<file path="config.mk">
export PLATFORM = sky130hd
export DESIGN_NAME = io_input_ctrl
export DESIGN_NICKNAME = d
export VERILOG_FILES = /design/src/rtl/io_input_ctrl.sv
export SDC_FILE = /design/constraint.sdc
export NUM_CORES = 1
export LEC_CHECK = 0
export BUFFER_PORTS_ARGS = -buffer_cell sky130_fd_sc_hd__buf_2
export CAP_MARGIN = 10
export CORE_ASPECT_RATIO = 1.5
export CORE_MARGIN = 2
export CORE_UTILIZATION = 25
export CTS_CLUSTER_DIAMETER = 100
export DETAILED_ROUTE_END_ITERATION = 10
export REMOVE_ABC_BUFFERS = 1
export SETUP_SLACK_MARGIN = 0.5
export SYNTH_ARGS = -nofsm -noshare
export SYNTH_HDL_FRONTEND = slang
export SYNTH_SLANG_ARGS = --single-unit
</file>
<file path="constraint.sdc">
create_clock -name clk -period 2.35 [get_ports clk]
set_input_delay 0.47 -clock clk [delete_from_list [all_inputs] [get_ports clk]]
set_output_delay 0.47 -clock clk [all_outputs]
set_load 0.01 [all_outputs]
</file>
<file path="src/rtl/io_input_ctrl.sv">
// io_input_ctrl: synchronised, debounced KEY/SW pins with sticky key-press flags on the data-memory read path
module io_input_ctrl #(
    parameter int DBITS = 32,
    parameter int DEBOUNCE_CYCLES = 500000,
    parameter int CNT_BITS = 19,
    parameter logic [DBITS-1:0] ADDR_KEY = 32'hF0000010,
    parameter logic [DBITS-1:0] ADDR_SW = 32'hF0000014,
    parameter logic [DBITS-1:0] ADDR_KCTRL = 32'hF0000110
) (
    input  logic             clk,
    input  logic             reset,
    input  logic [3:0]       KEY,
    input  logic [9:0]       SW,
    input  logic [DBITS-1:0] addr,
    input  logic             wrEn,
    input  logic [DBITS-1:0] wdata,
    output logic             hit,
    output logic [DBITS-1:0] rdata
);
    localparam int NB = 14;
    localparam logic [CNT_BITS-1:0] CNT_LAST = CNT_BITS'(DEBOUNCE_CYCLES - 1);
    logic [NB-1:0] raw, sync1, syncd, stable, stableNext;
    logic [3:0] keyStable, keyFlag, keyClr, keyRise;
    logic [9:0] swStable;
    logic isKey, isSw, isKctrl;
    logic unusedWdata;
    // Keys are active-low at the pin; inside, 1 means pressed. Bits [3:0] keys, [13:4] switches.
    assign raw = {SW, ~KEY};
    assign keyStable = stable[3:0];
    assign swStable = stable[13:4];
    assign isKey = addr == ADDR_KEY;
    assign isSw = addr == ADDR_SW;
    assign isKctrl = addr == ADDR_KCTRL;
    assign keyClr = (wrEn && isKctrl) ? wdata[3:0] : 4'h0;
    assign keyRise = stableNext[3:0] & ~keyStable;
    assign unusedWdata = ^wdata[DBITS-1:4];
    always_ff @(posedge clk or negedge reset) begin
        if (!reset) begin
            sync1 <= '0;
            syncd <= '0;
            stable <= '0;
            keyFlag <= '0;
        end else begin
            sync1 <= raw;
            syncd <= sync1;
            stable <= stableNext;
            keyFlag <= (keyFlag & ~keyClr) | keyRise;
        end
    end
    for (genvar i = 0; i < NB; i++) begin : g_db
        logic [CNT_BITS-1:0] cnt;
        logic done;
        assign done = syncd[i] != stable[i] && cnt == CNT_LAST;
        assign stableNext[i] = done ? syncd[i] : stable[i];
        always_ff @(posedge clk or negedge reset) begin
            if (!reset) cnt <= '0;
            else cnt <= (syncd[i] == stable[i] || done) ? '0 : cnt + 1'b1;
        end
    end
    always_comb begin
        hit = isKey || isSw || isKctrl;
        rdata = isKey ? DBITS'(keyStable) :
                isSw ? DBITS'(swStable) :
                isKctrl ? DBITS'(keyFlag) : '0;
    end
endmodule

</file>
After elaboration in Yosys (flattened, before gate mapping)

Index checks and enable logic that the tools add are counted.

Register bits: 312
Output and inout port bits: 33

Add/subtract/negate cells: 14
Equal/unequal tests: 45
Muxes and demuxes: 22
Bitwise operators: 6
Reductions and logical operators: 31

Operators with widths:

| kind                                           | count |
|---|---|
| adder 19 x 1 -> 19 bit (second input constant) | 14 |
| == test 19 bit (second input constant)         | 14 |
| 2-to-1 mux 19 bit                              | 14 |
| == test 32 bit (second input constant)         | 3 |
| 2-to-1 mux 32 bit                              | 2 |
| logical OR 1 bit                               | 16 |
| logical AND 1 bit                              | 15 |
| == test 1 bit                                  | 14 |
| inequality test 1 bit                          | 14 |
| inverter 4 bit                                 | 3 |
| bitwise AND 4 bit                              | 2 |
| 2-to-1 mux 4 bit                               | 2 |
| 2-to-1 mux 1 bit                               | 4 |
| OR 4 bit                                       | 1 |

Depth between registers and ports, before layout

Gate-level depths: netlist of run 1.

Depth in word-level cells: 6
Gate-level depth with buffers: 7
Mapped depth without buffers: 5

Worst setup path after synthesis of run 1

No wires, ideal clock.

Kind: input -> output
From: in addr[25]
To: out rdata[4]
Arrival: 1.876 ns
Data required time: 1.880 ns
Setup slack: 0.004 ns
Stages: 4
Path buffers: 0
Path through: or4b_2 nand4bb_1 nor2_1 and3_1

Cells in the longest elaborated chain, start to end: 3

Ends and longest elaborated chain:

| item                  | line | text |
|---|---|---|
| start, declared       | 14   | `input logic [DBITS-1:0] addr,` |
| == test 32 bit        | 32   | `assign isSw = addr == ADDR_SW;` |
| 2-to-1 mux 32 bit     | 63   | `isSw ? DBITS'(swStable) :` |
| 2-to-1 mux 32 bit (*) | 62   | `rdata = isKey ? DBITS'(keyStable) :` |
| end, declared         | 18   | `output logic [DBITS-1:0] rdata` |

Every way passes the cells marked *; elsewhere a longest branch is shown, timed or not.

Final worst setup path of run 1

From: in addr[25]
To: out rdata[6]

Same word-level chain as after synthesis.

==> run summary, run 1 <==
worst hold path type = input pin to register
critical-path maximum fanout = 6
core area = 60,150 um^2
Die Wd = 205.3 um
Root Driver = clkbuf_16
PD cells = 553.4 nW/um^2
Worst Path Required = 1.88 ns
Synth area leader = dfrtp_1
sequential area share after synthesis = 0.5136
Tot GR Track Use = 0.1056
Final Hold Fails = 0
Initial Utilization = 0.2527
Ports = 114
Synth Area per Inst = 9.961 um^2
register share of total power = 0.509
fraction of layout cells with a size suffix above 1 = 0.2634
status = complete, but fails checks
routed length per instance = 13.48 um
peak supply drop = 0.0004943 V
drt first-iter violations = 796
failing checks = negative setup slack
RSZ-0062 raised after global routing = yes
Max Clk Rate = 418.1 MHz
via count = 11,930
die area = 62,830 um^2
Clk pwr share = 0.435
total grt overflow = 0
synthesized area = 15,200 um^2
#FFs+latches synth = 312
worst reg2reg startpoint = g_db[4].cnt[14]$_DFF_PN0_
Routed Antenna Nets = 0
# H-tree levels = 1
Max Cap Violations = 0
Synth Flop Type = dfrtp_1
Static Leak = 7.807 nW
Num CTS Buffers = 30
Post-synth EDFFs = 0
Gate power share = 0.056
synthesized instance count = 1,526
post-layout worst setup margin = -0.04202 ns
number of global-route vias before repair = 12,170
relative slew slack = 0.5890
ant diodes = 0
post-synth top area share = 0.5136
switching share of power = 0.2309
clock skew = 0.01213 ns
Longest Clk Path Bufs = 3
cell family with most CP delay = simple AND/OR/NAND/NOR gates
Area contributors post-synth = dfrtp_1, xnor2_1, nor2_1, xor2_1, nand4_1
Finished Cell Area = 19,670 um^2
Net Sw Power = 0.002512 W
WP data arrival = 1.92 ns
Row Count = 110
DP HPWL = 21.76 mm
DRT Pass-1 Iters = 4
Crit path largest cell delay = 0.53 ns
Yosys cell types = 55
first-pass GRT wire length = 56.62 mm
Final setup viols = 6
Int Pwr = 0.008370 W
clock-pin slew on the worst setup and hold paths = 0.06 ns
initial antenna violation count = 2
Post-DP Area = 16,620 um^2
Place WS = -0.2704 ns
CP Buf/Inv Count = 3
Placer Congestion = 0.7843
Worst-Margin Slew = 0.6164 ns
DR vias/cell = 4.675
overall die height = 306 um
crit path launch type = input pin
Clock Sinks = 312
Syn. warnings = 0
most frequent cell on the critical path = buf_6
Final Max Slew Viols = 0
CP startpoint = addr[25]
# DRC = 0
crit path time final = 2.392 ns
slowest CP cell = or4b_4
FFs w/ async S/R, synth = 1.000
period utilization = 1.018
min-delay src = KEY[3]
crit path cell chain = buf_6, or4b_4, nand4bb_4, nor2_4, buf_8, and3_4, buf_6
clock latency on the worst-skew pair = 0.57 ns
CP endpoint kind = output pin
fillers = 5,982
WL final = 34.41 mm
area grow syn2layout = 29.37%
Final #Nets = 1,842
CP Class = input pin to output pin
I/O Buffers = 63
CTS tree = yes
pin count of the biggest net entering global routing = 72
-- sequential cells by signal (all words and copies together) (netlist names) --
name and flops:
g_db.cnt 266, keyFlag 4, sync1 14, syncd 14, stable 14
-- cell usage in the layout, fill, tap and decap left out, types with 25 or more instances in the layout --
cell type	n
a21oi_1	48
buf_2	58
nor2_1	173
dfrtp_1	300
clkbuf_16	34
nor4_1	39
nand3_1	73
o31ai_1	26
xor2_1	83
or4_1	27
o21ai_0	39
nor3_1	25
xnor2_1	100
nand2_1	81
or3_1	35
nor2_4	49
nand4_1	67
buf_4	128
inv_1	53
-- layout make-up --
type	instances	area (um^2)	area share
Timing Repair Buffer	228	1881	0.09563
Clock inverter	7	43.79	0.002227
Sequential cell	312	7823	0.3978
Multi-Input combinational cell	1122	7823	0.3978
Tap cell	784	980.9	0.04988
Clock buffer	47	915.9	0.04657
Inverter	53	198.9	0.01012
-- path summary, 6_finish.rpt --
kind	cells past startpoint	end	slack, ns
worst max-delay path	7	rdata[6]	-0.04
worst min-delay path	2	sync1[3]$_DFF_PN0_	0.06
worst max register to register	5	g_db[4].cnt[17]$_DFF_PN0_	0.16
worst min register to register	0	syncd[5]$_DFF_PN0_	0.35
max in group asynchronous	3	g_db[4].cnt[11]$_DFF_PN0_	1.15
min in group asynchronous	2	g_db[12].cnt[6]$_DFF_PN0_	0.46
-- power groups by stage --
stage | Clock, W | Sequential [W] | Combinational [W]
5_1_grt | 0.00513 | 0.00554 | 0.000690
3_5_place_dp | 0 | 0.00563 | 0.000454
3_3_place_gp | 0 | 0.00562 | 0.000444
6_report | 0.00474 | 0.00554 | 0.000611
4_1_cts | 0.00490 | 0.00553 | 0.000555
2_1_floorplan | 0 | 0.00561 | 0.000187
-- cells in the mapped netlist (4+ instances only) --
| cell type | number |
|---|---|
| xnor2_1 | 100 |
| nand2_1 | 87 |
| mux2_2 | 14 |
| ha_1 | 14 |
| o21ai_2 | 4 |
| inv_1 | 53 |
| nor3_1 | 29 |
| nand4_2 | 4 |
| xor2_1 | 83 |
| and4_1 | 24 |
| and2_1 | 16 |
| nand4bb_1 | 5 |
| or4_1 | 40 |
| mux2i_1 | 4 |
| nor4b_1 | 8 |
| and3_1 | 16 |
| clkbuf_1 | 26 |
| nor2_1 | 226 |
| nor4bb_1 | 6 |
| nand4_1 | 67 |
| o21ai_1 | 5 |
| or4b_2 | 7 |
| buf_2 | 6 |
| a21oi_1 | 73 |
| dfrtp_1 | 312 |
| nand3_1 | 79 |
| o21ai_0 | 39 |
| nor2b_1 | 5 |
| buf_4 | 23 |
| nor4_1 | 41 |
| o31ai_1 | 26 |
| or3_1 | 43 |
-- through the flow --
step | util | hold slack, ns | total power, W | std cells | setup TNS (ns)
2_1_floorplan | - | 0.1744 | 0.005797 | 1487 | 0
3_3_place_gp | 0.2764 | 0.3332 | 0.006067 | 2375 | -2.028
3_5_place_dp | 0.2764 | 0.3347 | 0.006083 | 2375 | -1.901
4_1_cts | 0.3125 | 0.03673 | 0.01098 | 2504 | -0.2461
5_1_grt | 0.3270 | 0.04955 | 0.01136 | 2553 | -0.9812
6_report | 0.3270 | 0.05526 | 0.01088 | 2553 | -0.1891
-- routing by layer --
layer  vias to the layer above  share of wire  GRT usage
li1                       5805              -          -
met1                      5934           0.41     0.1192
met2                       147           0.54     0.2013
met3                        46          0.031    0.01520
met4                         2          0.019    0.03279
met5                         -        0.00035          0
-- repair_timing --
item,4_1_cts,5_1_grt
setup buffers,63,40
gates resized for setup,150,108
hold endpoints to repair,67,0
setup endpoints to repair,131,193
pin swaps,27,76
hold buffers,9,0
gates cloned,3,9
-- logic make-up (layout without fill, tap and decap cells) --
family,Yosys count,count (layout),share of synthesized area
AND/OR/NAND/NOR,724,724,0.2566
flip-flops,312,312,0.5136
XOR/XNOR,183,183,0.1054
AO/OA/AOI/OAI,161,161,0.06387
buffers and inverters,113,335,0.03572
multiplexers,18,18,0.01301
adder cells (fa/ha/maj),14,14,0.01152
other,1,22,0.0002467
Note: power is estimated with default switching activity, not from simulation.
==> run 2: changes to the inputs <==
Settings changed: GPL_ROUTABILITY_DRIVEN set to 0, TNS_END_PERCENT set to 50.
==> run summary, run 2 (synthesized netlist as in run 1, its figures left out) <==
clock latency on the worst-skew pair = 0.57 ns (about the same)
pin count of the biggest net entering global routing = 72 (unchanged)
Final setup viols = 6 (unchanged)
CP Buf/Inv Count = 3 (unchanged)
clock skew = 0.01425 ns (+0.002112 ns)
peak supply drop = 0.0004944 V (about the same)
cell family with most CP delay = simple AND/OR/NAND/NOR gates
worst reg2reg startpoint = g_db[4].cnt[14]$_DFF_PN0_
Post-Place Cells = 2,375 (unchanged)
Max Clk Rate = 417.9 MHz (about the same)
Max Cap Violations = 0 (unchanged)
# H-tree levels = 1 (unchanged)
Routed Antenna Nets = 0 (unchanged)
Final #Nets = 1,832 (-0.54%)
routed length per instance = 13.44 um (-0.30%)
drt first-iter violations = 760 (-4.5%)
# DRC = 0 (unchanged)
relative slew slack = 0.5906 (+0.001539)
commonest non-fill, non-tap cell in the layout = dfrtp_1
die area = 62,830 um^2 (unchanged)
R2R Setup Slk = 0.14 ns (-0.02 ns)
CP startpoint = addr[25]
Worst Path Required = 1.88 ns (about the same)
crit path launch type = input pin
Static Leak = 7.774 nW (-0.42%)
Final Hold Fails = 0 (unchanged)
overall die height = 306 um (unchanged)
Crit path largest cell delay = 0.53 ns (about the same)
initial antenna violation count = 2 (unchanged)
Worst-Margin Slew = 0.6141 ns (-0.002310 ns)
area of the multi-input gates = 7814 um^2 (-0.11%)
DR top layer = met5
final setup TNS = -0.1970 ns (-0.007840 ns)
Post-Layout Cell Count = 2,543 (-0.39%)
Crit path depth = 7 (unchanged)
CP endpoint kind = output pin
number of global-route vias before repair = 12,090 (-0.62%)
Ports = 114 (unchanged)
Root Driver = clkbuf_16
post-layout worst setup margin = -0.04294 ns (-0.0009242 ns)
status = complete, but fails checks
crit path cell chain = buf_6, or4b_4, nand4bb_4, nor2_4, buf_8, and3_4, buf_6
slowest CP cell = or4b_4
DP HPWL = 21.76 mm (unchanged)
CP Class = input pin to output pin
core area = 60,150 um^2 (unchanged)
WL final = 34.18 mm (-0.69%)
R2R depth = 5 (unchanged)
I/O Buffers = 63 (unchanged)
Clock Sinks = 312 (unchanged)
DR vias/cell = 4.683 (+0.19%)
Biggest register = g_db.cnt
Longest Clk Path Bufs = 3 (unchanged)
wire length on met2 = 18.36 mm (-1.4%)
WP data arrival = 1.92 ns (about the same)
max reg flops = 266 (unchanged)
Setup crit end = rdata[6]
fillers = 5,974 (-0.13%)
failing checks = negative setup slack
area occupied by registers = 7828 um^2 (about the same)
critical-path maximum fanout = 6 (unchanged)
RSZ-0062 raised after global routing = yes
M1 WL = 14.03 mm (-0.12%)
total grt overflow = 0 (unchanged)
most frequent cell on the critical path = buf_6
worst hold path type = input pin to register
area grow syn2layout = 28.94%
CTS tree = yes
first-pass GRT wire length = 56.31 mm (-0.55%)
Final Max Slew Viols = 0 (unchanged)
clock-pin slew on the worst setup and hold paths = 0.06 ns (about the same)
Die Wd = 205.3 um (unchanged)
period utilization = 1.018 (about the same)
ant diodes = 0 (unchanged)
commonest cells after routing, fill and taps aside = dfrtp_1, nor2_1, buf_4
PD cells = 554.6 nW/um^2 (+0.23%)
crit path time final = 2.393 ns (+0.0009242 ns)
fraction of layout cells with a size suffix above 1 = 0.2638 (+0.0003606)
via count = 11,910 (-0.20%)
Tot GR Track Use = 0.1050 (-0.0006327)
Num CTS Buffers = 30 (unchanged)
Row Count = 110 (unchanged)
Initial Utilization = 0.2527 (unchanged)
Met3 Wirelength = 1.091 mm (+1.9%)
DRT Pass-1 Iters = 6 (+2)
reg2reg end = g_db[4].cnt[12]$_DFF_PN0_
[run 2: cell count changes in the layout (fill, tap and decap cells not counted), sizes merged]
cell / change
buf: -10
[run 2: through the flow]
stage                     hold WS (ns)  total power [W]  cell area (um^2)    util  setup WS, ns
after floorplan                 0.1744         0.005797             14940       -      0.003547
after global placement          0.3332         0.006067             16620  0.2764       -0.2794
after detailed placement        0.3347         0.006083             16620  0.2764       -0.2704
after CTS                      0.03673          0.01098             18730  0.3115      -0.05378
after global routing           0.04710          0.01136             19600  0.3259       -0.1355
final                          0.05436          0.01087             19600  0.3259      -0.04294
[run 2: cell type report]
class,count,share of cell area
clock buffers,47,0.04673
clock inverters,7,0.002234
inverters,53,0.01015
multi-input cells,1122,0.3987
flip-flops and latches,312,0.3994
well taps,784,0.05005
repair buffers,218,0.09282
[run 2: power by group]
group / internal (W) / leakage, nW / total (W) / switching (W)
combinational: 0.000245 / 3.07 / 0.000604 / 0.000359
clock: 0.00267 / 0.469 / 0.00473 / 0.00207
sequential: 0.00545 / 4.23 / 0.00553 / 0.0000799
total: 0.00837 / 7.77 / 0.0109 / 0.00251
[run 2: worst min path at each step]
stage	from	endpoint	slack, ns	cells past startpoint
after global placement	sync1[10]$_DFF_PN0_	syncd[10]$_DFF_PN0_	0.33	0
final	KEY[3]	sync1[3]$_DFF_PN0_	0.05	2
after CTS	KEY[3]	sync1[3]$_DFF_PN0_	0.04	2
after global routing	SW[0]	sync1[4]$_DFF_PN0_	0.05	1
after detailed placement	sync1[5]$_DFF_PN0_	syncd[5]$_DFF_PN0_	0.33	0
after floorplan	reset	g_db[0].cnt[0]$_DFF_PN0_	0.17	0
[run 2: per-layer routing]
metal,track usage,up-vias
met1,0.1189,5928
li1,-,5779
met5,0,-
met4,0.03246,2
met2,0.1996,153
met3,0.01520,48
[run 2: repair_timing]
action,CTS,global route
hold endpoints to repair,67,0
hold buffers,9,0
pin swaps,44,74
gates resized for setup,153,112
cloned,3,7
setup endpoints to repair,131,196
buffers inserted,54,41
==> run 3: changes to the inputs <==
--- a/config.mk
+++ b/config.mk
@@ -19,3 +19,3 @@
 export SYNTH_HDL_FRONTEND = slang
 export SYNTH_SLANG_ARGS = --single-unit
-export TNS_END_PERCENT = 50
+export TNS_END_PERCENT = 100
==> constraint.sdc (replaced) <==
create_clock -name clk -period 2.35 [get_ports clk]
set_input_delay 0.235 -clock clk [delete_from_list [all_inputs] [get_ports clk]]
set_output_delay 0.235 -clock clk [all_outputs]
set_load 0.01 [all_outputs]
==> run summary, run 3 (synthesized netlist as in run 1, its figures left out) <==
status = completed
Worst-Margin Slew = 0.5430 ns (-0.07109 ns)
area grow syn2layout = 25.29%
Clock Sinks = 312 (unchanged)
Max Cap Violations = 0 (unchanged)
Biggest register = g_db.cnt
relative slew slack = 0.6346 (+0.04406)
commonest non-fill, non-tap cell in the layout = dfrtp_1
worst hold path type = input pin to register
Routed Antenna Nets = 0 (unchanged)
DR vias/cell = 4.669 (-0.31%)
Tot GR Track Use = 0.1006 (-0.004419)
clock latency on the worst-skew pair = 0.55 ns (-0.02 ns)
PD cells = 555.7 nW/um^2 (+0.20%)
fillers = 6,097 (+2.1%)
core area = 60,150 um^2 (unchanged)
commonest cells after routing, fill and taps aside = dfrtp_1, nor2_1, buf_4
CP endpoint kind = register
final setup TNS = 0 ns (+0.1970 ns)
peak supply drop = 0.0004901 V (-0.88%)
# DRC = 0 (unchanged)
ant diodes = 0 (unchanged)
critical-path maximum fanout = 2 (-4)
cell depth of the worst min-delay path = 3 (+1)
I/O Buffers = 63 (unchanged)
Final Max Slew Viols = 0 (unchanged)
R2R Setup Slk = 0.36 ns (+0.22 ns)
routed length per instance = 13.08 um (-2.6%)
pin count of the biggest net entering global routing = 63 (-13%)
CP Class = register to register
fraction of layout cells with a size suffix above 1 = 0.2356 (-0.02822)
period utilization = 0.8489 (-0.1694)
via count = 11,830 (-0.71%)
Ports = 114 (unchanged)
clock skew = 0.007206 ns (-0.007040 ns)
Static Leak = 7.629 nW (-1.9%)
# H-tree levels = 1 (unchanged)
initial antenna violation count = 2 (unchanged)
total grt overflow = 0 (unchanged)
Root Driver = clkbuf_16
Max Clk Rate = 501.3 MHz (+20%)
overall die height = 306 um (unchanged)
DRT Pass-1 Iters = 5 (-1)
Die Wd = 205.3 um (unchanged)
DP HPWL = 21.88 mm (+0.55%)
Final Hold Fails = 0 (unchanged)
clock-pin slew on the worst setup and hold paths = 0.07 ns (about the same)
worst reg2reg startpoint = g_db[4].cnt[14]$_DFF_PN0_
Final setup viols = 0 (-6)
WL final = 33.14 mm (-3.0%)
Final #Nets = 1,825 (-0.38%)
Worst Path Required = 2.79 ns (+0.91 ns)
crit path time final = 1.995 ns (-0.3980 ns)
Num CTS Buffers = 28 (-6.7%)
Initial Utilization = 0.2527 (unchanged)
Row Count = 110 (unchanged)
crit path launch type = register
number of global-route vias before repair = 11,800 (-2.5%)
min-delay src = wdata[2]
Tot Pwr = 0.01058 W (-2.6%)
Hold EP = keyFlag[2]$_DFF_PN0_
reg2reg end = stable[4]$_DFFE_PN0P_
max reg flops = 266 (unchanged)
WP data arrival = 2.44 ns (+0.52 ns)
first-pass GRT wire length = 54.09 mm (-3.9%)
Longest Clk Path Bufs = 3 (unchanged)
RSZ-0062 raised after global routing = yes
die area = 62,830 um^2 (unchanged)
drt first-iter violations = 675 (-11%)
R2R depth = 4 (-1)
CTS tree = yes
run 3: cell count changes in the layout (fill, tap and decap cells not counted), sizes merged:
cell         before  now
buf             206  198
bufinv            0    1
clkbuf           50   42
clkinv            4    3
clkinvlp          2    1
dlygate4sd3       9   15
inv              54   55
run 3: layout make-up:
class,count,area [um^2],share of cell area
inverters,53,198.9,0.01045
clock inverters,7,70.07,0.003679
multi-input cells,1122,7508,0.3942
repair buffers,213,1637,0.08593
clock buffers,42,824.5,0.04329
well taps,784,980.9,0.05150
flip-flops and latches,312,7826,0.4109
run 3: report_power, final:
| group | total, W | switching, W | leakage, nW | internal [W] |
|---|---|---|---|---|
| combinational | 0.000521 | 0.000320 | 2.96 | 0.000201 |
| sequential | 0.00553 | 0.0000796 | 4.24 | 0.00545 |
| clock | 0.00453 | 0.00200 | 0.438 | 0.00253 |
run 3: repair_timing:
item                       CTS  global route
gates resized for setup     75           107
hold endpoints to repair   267             0
setup endpoints to repair  142           195
buffers inserted            50            46
hold buffers                15             0
pin swaps                   35            36
cloned                       2             2
run 3: worst max path at each step:
| stage | to | slack (ns) | from | cells past startpoint |
|---|---|---|---|---|
| global route | g_db[4].cnt[4]$_DFF_PN0_ | 0.28 | g_db[4].cnt[14]$_DFF_PN0_ | 5 |
| finish | stable[4]$_DFFE_PN0P_ | 0.36 | g_db[4].cnt[14]$_DFF_PN0_ | 4 |
| global placement | g_db[8].cnt[10]$_DFF_PN0_ | 0.18 | g_db[8].cnt[12]$_DFF_PN0_ | 4 |
| CTS | stable[4]$_DFFE_PN0P_ | 0.36 | g_db[4].cnt[10]$_DFF_PN0_ | 4 |
| detailed placement | g_db[8].cnt[10]$_DFF_PN0_ | 0.12 | g_db[8].cnt[11]$_DFF_PN0_ | 4 |
| floorplan | g_db[3].cnt[10]$_DFF_PN0_ | 0.26 | g_db[3].cnt[0]$_DFF_PN0_ | 5 |
run 3: worst max-delay path, cell delays in order, from the launching register on:
cell     delay (ns)
dfrtp_1        0.39
or4_1          0.51
or4_4          0.59
nor2_4         0.11
mux2_4         0.30
run 3: layer usage:
layer  wire length (um)  part of all wire  global-route usage
met3               1094             0.033             0.01467
met2              17980              0.54              0.1933
met4                570             0.017             0.03346
met1              13500              0.41              0.1111
met5                  0                 0                   0
run 3: metrics by stage:
stage / area, um^2 / setup WS, ns / util / instances / hold WS, ns
final: 19050 / 0.3550 / 0.3167 / 2533 / 0.05777
after global routing: 19050 / 0.2838 / 0.3167 / 2533 / 0.04829
after CTS: 18280 / 0.3554 / 0.3039 / 2485 / 0.02805
after detailed placement: 16570 / 0.1181 / 0.2755 / 2369 / 0.1371
after global placement: 16570 / 0.1824 / 0.2755 / 2369 / 0.1331
after floorplan: 14940 / 0.2555 / - / 1487 / -0.06059
